<file path="config.mk">
export PLATFORM = sky130hd
export DESIGN_NAME = mod_counter
export DESIGN_NICKNAME = d
export VERILOG_FILES = /design/src/rtl/mod_counter_pkg.sv /design/src/rtl/mod_counter_prescale_tick.sv /design/src/rtl/mod_counter.sv
export SDC_FILE = /design/constraint.sdc
export NUM_CORES = 1
export LEC_CHECK = 0
export ABC_AREA = 0
export BUFFER_PORTS_ARGS = -buffer_cell sky130_fd_sc_hd__buf_2
export CAP_MARGIN = 10
export CORE_MARGIN = 3
export CORE_UTILIZATION = 40
export DETAILED_ROUTE_END_ITERATION = 8
export PLACE_DENSITY = 0.69
export SYNTH_ARGS = -nofsm -noshare
export SYNTH_HDL_FRONTEND = slang
export SYNTH_SLANG_ARGS = --single-unit
export TNS_END_PERCENT = 100
</file>
<file path="constraint.sdc">
create_clock -name clk -period 1.85 [get_ports clk]
set_input_delay 0.37 -clock clk [delete_from_list [all_inputs] [get_ports clk]]
set_output_delay 0.37 -clock clk [all_outputs]
set_load 0.02 [all_outputs]
</file>
<file path="src/rtl/mod_counter_pkg.sv">
// Shared types and elaboration helpers for the modulo-N counter family.
package mod_counter_pkg;

  typedef enum logic {DIR_DOWN = 1'b0, DIR_UP = 1'b1} dir_e;

  // Prescaler phase width; a single bit is kept even when no prescaling is needed.
  function automatic int prescale_w(input int prescale);
    return (prescale > 1) ? $clog2(prescale) : 1;
  endfunction

endpackage

</file>
<file path="src/rtl/mod_counter_prescale_tick.sv">
// Enable-gated prescaler: pulses tick once every PRESCALE enabled cycles.
module prescale_tick
  import mod_counter_pkg::*;
#(
  parameter int PRESCALE = 1
) (
  input  logic clk,
  input  logic rst,
  input  logic en,
  input  logic clr,
  output logic tick
);

  localparam int PW = prescale_w(PRESCALE);
  localparam logic [PW-1:0] LAST = PW'(PRESCALE - 1);

  logic [PW-1:0] phase;

  // Phase only moves while enabled, so dropping en pauses without losing position.
  always_ff @(posedge clk or posedge rst) begin
    if (rst)
      phase <= '0;
    else if (clr)
      phase <= '0;
    else if (en)
      phase <= (phase == LAST) ? '0 : phase + 1'b1;
  end

  assign tick = (PRESCALE == 1) ? 1'b1 : (phase == LAST);

endmodule

</file>
<file path="src/rtl/mod_counter.sv">
// Modulo-N up/down counter with runtime limit, parallel load, prescaled stepping
// and a registered wrap pulse. Define MOD_COUNTER_WRAP_CNT_EN to add a saturating wrap_cnt output.
module mod_counter
  import mod_counter_pkg::*;
#(
  parameter int WIDTH    = 4,
  parameter int PRESCALE = 1,
  parameter int WRAP_W   = 8
) (
  input  logic             clk,
  input  logic             rst,
  input  logic             en,
  input  logic             dir,
  input  logic             load,
  input  logic [WIDTH-1:0] load_val,
  input  logic [WIDTH-1:0] limit,
  output logic [WIDTH-1:0] count,
  output logic             tc,
  output logic             wrap
`ifdef MOD_COUNTER_WRAP_CNT_EN
  ,
  output logic [WRAP_W-1:0] wrap_cnt
`endif
);

  logic tick;
  logic step;
  logic going_up;
  logic at_term;

  prescale_tick #(.PRESCALE(PRESCALE)) u_prescale (
    .clk  (clk),
    .rst  (rst),
    .en   (en),
    .clr  (load),
    .tick (tick)
  );

  assign going_up = (dir_e'(dir) == DIR_UP);
  assign step     = en & tick;
  assign at_term  = going_up ? (count >= limit) : (count == '0);
  assign tc       = ~load & step & at_term;

  // Wrap is a next-state decision; >= on the way up recovers from a lowered limit.
  always_ff @(posedge clk or posedge rst) begin
    if (rst) begin
      count <= '0;
      wrap  <= 1'b0;
    end else begin
      wrap <= tc;
      if (load)
        count <= load_val;
      else if (step) begin
        if (going_up)
          count <= (count >= limit) ? '0 : count + 1'b1;
        else if (count == '0)
          count <= limit;
        else if (count > limit)
          count <= limit;
        else
          count <= count - 1'b1;
      end
    end
  end

`ifdef MOD_COUNTER_WRAP_CNT_EN
  always_ff @(posedge clk or posedge rst) begin
    if (rst)
      wrap_cnt <= '0;
    else if (tc && (wrap_cnt != '1))
      wrap_cnt <= wrap_cnt + 1'b1;
  end
`endif

endmodule

</file>
Yosys cells after proc, flatten, opt, wreduce, memory -nomap -nowiden
Cells that the tools add are included.
{ "totals": {"reg_bits": 5} }
{ "classes": {"n_addsub": 2, "order_cmp": 2, "mux": 7, "bitwise": 3, "n_reduce_logical": 2} }
{ "ops": {"columns": ["operator", "n"], "rows": [
  ["2-to-1 mux 4 bit", 6],
  ["adder 4 x 1 -> 4 bit, second input constant", 1],
  ["greater-or-equal comparator 4 bit", 1],
  ["greater-than comparator 4 bit", 1],
  ["logical NOT 4 bit", 1],
  ["subtractor 4 x 1 -> 4 bit, second input constant", 1],
  ["AND 1 bit", 2],
  ["nonzero test 2 bit", 1],
  ["2-to-1 mux 1 bit", 1],
  ["inverter 1 bit", 1]
]} }

Longest topological paths before layout
{ "depth": {"word_depth": 6, "mapped_depth": 7} }

By module
A second synthesis with hierarchy kept.
{ "unflattened": {"hier_cells": 70, "area_unflattened_um2": 575.6} }
{ "modules_own_cells": {"columns": ["module", "n_inst", "cells_per_inst", "area_per_inst_um2"], "rows": [
  ["mod_counter", 1, 68, 564.3],
  ["prescale_tick", 1, 2, 11.3]
]} }

Least setup slack after synthesis
Ideal clock, no wire load.
{ "synth_path": {"kind": "register to output", "from": "reg count[0]", "to": "out tc", "arrival_time_ps": 1758, "t_required_ps": 1480, "slack_ps": -278, "path_stages_with_launch": 6, "path_buffers": 0, "cell_sequence": "dfrtp_1 -> inv_1 -> ha_1 -> or3b_4 -> or2_1 -> a21oi_1"} }
{ "synth_between": {"elab_chain_len": 3} }
{ "synth_lines": {"columns": ["element", "line_no", "source"], "rows": [
  ["from (decl)", "mod_counter.sv:17", "output logic [WIDTH-1:0] count,"],
  ["from (signal assigned)", "mod_counter.sv:52", "count <= load_val;"],
  ["from (signal assigned)", "mod_counter.sv:55", "count <= (count >= limit) ? '0 : count + 1'b1;"],
  ["from (signal assigned)", "mod_counter.sv:57", "count <= limit;"],
  ["greater-or-equal comparator 4 bit or logical NOT 4 bit (tied branches)", "mod_counter.sv:41", "assign at_term = going_up ? (count >= limit) : (count == '0);"],
  ["2-to-1 mux 1 bit *", "mod_counter.sv:41", null],
  ["AND 1 bit *", "mod_counter.sv:42", "assign tc = ~load & step & at_term;"],
  ["to (decl)", "mod_counter.sv:18", "output logic tc,"]
]} }
Every way passes the cells marked *; elsewhere a longest branch is shown, timed or not.

Worst setup path after layout
{ "layout_path": {"from": "reg count[1]", "to": "out tc"} }
The elaborated chain is that of the path after synthesis.

==> metrics.log <==
[metrics] count of antenna diodes in the layout: 0
[metrics] combinational family with the most area after synthesis: simple AND/OR/NAND/NOR gates
[metrics] Max-Slew Margin vs Limit: 78.2%
[metrics] average instance area after synthesis: 8.86 µm²
[metrics] Finished Layout Cells: 111
[metrics] number of I/O pins: 19
[metrics] count of pins over their slew limit: 0
[metrics] number of enable-type register cells in the synthesized netlist: 0
[metrics] Tcrit/Tclk final: 116%
[metrics] count of buffers inserted at the top-level ports: 18
[metrics] status: finished with violations
[metrics] Die Y-Extent: 42.8 µm
[metrics] horizontal die dimension: 42.8 µm
[metrics] cell type with the highest aggregate area in the netlist: sky130_fd_sc_hd__dfrtp_1
[metrics] Synth Flop Type: sky130_fd_sc_hd__dfrtp_1
[metrics] Final Hold Vio Count: 0
[metrics] Netlist cell types: 30
[metrics] Synth top cells by count: sky130_fd_sc_hd__ha_1, sky130_fd_sc_hd__inv_1, sky130_fd_sc_hd__nand2_1, sky130_fd_sc_hd__dfrtp_1
[metrics] global placer's final weighted congestion: 0.796
[metrics] area growth from synthesis to final layout: 53.7%
[metrics] Power Dens Cells: 788 nW/µm²
[metrics] via-per-instance ratio: 5.30
[metrics] Total Nets Final: 117
[metrics] Die ar.: 1830 µm²
[metrics] endpoint arrival time on the critical path: 1.77 ns
[metrics] portion of netlist area occupied by mux cells: 2.78%
[metrics] clock latency at the later pin of the worst-skew pair: 0.24 ns
[metrics] shortest clock period the worst path allows after layout: 2.14 ns
[metrics] overall routed net length: 1500 µm
[metrics] fraction of the mapped netlist area in compound gates: 24.1%
[metrics] Post-Route Skew: 0.00523 ns
[metrics] number of global-route vias before repair: 594
[metrics] number of synthesized register bits: 5
[metrics] max-cap check violation count: 0
[metrics] minimum setup slack in the final design: -0.291 ns
[metrics] dpl cell area: 777 µm²
[metrics] starting density of the core: 45.6%
[metrics] HPWL after detailed placement: 1260 µm
[metrics] Synth Warn #: 0
[metrics] peak ir drop on the vdd network: 0.382 mV
[metrics] share of the synthesized netlist area taken by xor and xnor gates: 6.48%
[metrics] hold crit path type: primary input to async pin
[metrics] Post-Syn Nets: 80
[metrics] violated checks: negative setup slack
[metrics] simple-gate area share of the yosys netlist: 24.5%
[metrics] global-route wire length before repair: 2540 µm
[metrics] H-tree Lvls: 1
[metrics] kind of capture point of the worst setup path: output port
[metrics] data required time of the critical path: 1.48 ns
[metrics] aggregate global routing overflow: 0
[metrics] drt wl/cell: 13.5 µm
[metrics] clk slew on worst S/H paths: 0.05 ns
[metrics] number of fill cells: 106
[metrics] buffer levels on the longest clock path: 2
[metrics] Final Instance Area: 831 µm²
[metrics] static leakage: 0.416 nW
[metrics] area fraction of the dominant cell type after synthesis: 23.1%
[metrics] Post-route DRC: 0
[metrics] final antenna-violating net count: 0
[metrics] vias after detailed routing: 588
[metrics] maximum number of pins on one net before global-route repair: 10
[metrics] proportion of synthesized chip area in sequential cells: 23.1%
[metrics] post-synthesis instance total: 61
[metrics] Pre-antenna DRT Iters: 4
[metrics] worst-path fanout max: 3
[metrics] CP Class: flop to output port
[metrics] Root Driver: sky130_fd_sc_hd__clkbuf_4
[metrics] Worst Setup Start Kind: flop
[metrics] ratio of cells with drive above 1 in the final layout: 52.6%
[metrics] number of cell rows: 12
[metrics] worst setup slack for register-to-register paths: -0.09 ns
[metrics] initial antenna violation count: 0
[metrics] placeable core region: 1190 µm²
[metrics] unrepaired setup endpoints after global routing: yes
[metrics] TritonCTS clock tree: built
[metrics] top post-synthesis cells by area: sky130_fd_sc_hd__dfrtp_1, sky130_fd_sc_hd__ha_1, sky130_fd_sc_hd__a221oi_1
[metrics] summed instance area of the synthesized netlist: 541 µm²
[metrics] gr usage total: 18.2%
[metrics] Cell Count Post-Placement: 105
[metrics] DRC marker count from the first detailed-route iteration: 6
[metrics] fraction of registers with async set or reset after synthesis: 100%
[metrics] number of sinks handled by clock tree synthesis: 5
[metrics] total clock buffers created by CTS: 3
[metrics] Peak Freq: 467 MHz
[metrics] number of endpoints failing setup at the final stage: 2
[metrics] Final Util: 70.0%
[metrics] Worst-Margin Slew: 0.327 ns
[metrics] adder-cell area share of the yosys netlist: 13.9%
==> sequential cells by signal, summed over array words and instances (netlist names) <==
register  flops
wrap          1
count         4
==> repair_timing <==
item / CTS / global route
endpoints found under the setup margin: 3 / 5
hold buffers: 0 / 0
pin swaps: 3 / 0
setup buffers: 2 / 0
gates resized for setup: 3 / 1
==> final timing paths <==
kind / from / endpoint / cells after the start
worst max register to register: count[1]$_DFFE_PP0P_ / count[1]$_DFFE_PP0P_ / 7
worst max-delay path: count[1]$_DFFE_PP0P_ / tc / 6
worst min-delay path: rst / wrap$_DFF_PP0_ / 2
worst min register to register: count[0]$_DFFE_PP0P_ / count[0]$_DFFE_PP0P_ / 4
min in group clk: load_val[0] / count[0]$_DFFE_PP0P_ / 3
max in group asynchronous: rst / count[1]$_DFFE_PP0P_ / 2
==> power by group <==
part | switching, mW | internal [mW]
Sequential | 0.0175 | 0.127
Combinational | 0.191 | 0.195
Clock | 0.0427 | 0.0814
Total | 0.251 | 0.404
==> through the flow <==
stage	worst slack (ns)	power [mW]	hold WS, ns	TNS, ns
after floorplan	-0.0634	0.373	0.148	-0.0634
after global placement	-0.146	0.508	0.266	-0.353
after detailed placement	-0.178	0.515	0.276	-0.442
after CTS	-0.293	0.654	0.0209	-0.388
after global routing	-0.347	0.702	0.0311	-0.675
final	-0.291	0.655	0.0185	-0.385
==> worst max-delay path, stage by stage (launching register included) <==
cell                      delay [ns]
sky130_fd_sc_hd__dfrtp_2        0.42
sky130_fd_sc_hd__inv_2          0.08
sky130_fd_sc_hd__ha_4           0.13
sky130_fd_sc_hd__or3b_4         0.37
sky130_fd_sc_hd__or2_4          0.25
sky130_fd_sc_hd__a21oi_4        0.14
sky130_fd_sc_hd__buf_6          0.13
==> layout by cell type (no fill, tap or decap), types with 2 or more instances in the layout <==
master                      n
sky130_fd_sc_hd__buf_4     15
sky130_fd_sc_hd__inv_1      4
sky130_fd_sc_hd__a21oi_1    2
sky130_fd_sc_hd__dfrtp_2    2
sky130_fd_sc_hd__nand2_1    6
sky130_fd_sc_hd__nor3_1     3
sky130_fd_sc_hd__ha_1       5
sky130_fd_sc_hd__xor2_1     3
sky130_fd_sc_hd__a221oi_1   3
sky130_fd_sc_hd__nor3b_1    2
sky130_fd_sc_hd__clkbuf_4   3
sky130_fd_sc_hd__dfrtp_1    3
sky130_fd_sc_hd__o221ai_1   2
sky130_fd_sc_hd__nand3_1    2
sky130_fd_sc_hd__o21ai_2    2
sky130_fd_sc_hd__buf_2     17
==> logic make-up after synthesis <==
family	count (synthesis)
buf+inv	7
flops	5
fa+ha+maj	6
xor+xnor	4
simple gates	22
mux	1
compound gates	16
==> final cells by class <==
| class | count | area (µm²) | area share, % |
|---|---|---|---|
| inverters | 6 | 25.0 | 3.01 |
| well taps | 14 | 17.5 | 2.11 |
| multi-input cells | 49 | 425 | 51.2 |
| clock buffers | 4 | 26.3 | 3.16 |
| repair buffers | 33 | 209 | 25.2 |
| flip-flops and latches | 5 | 128 | 15.4 |
==> metal layers <==
layer  vias to the layer above  share of wire (%)  track usage [%]
met5                         -                  0                0
met4                         0                  0             5.59
met3                         0                3.3             2.54
met2                        13                 49             31.4
met1                       275                 48             22.9
li1                        300                  -                -
Note: power is estimated with default switching activity, not from simulation.
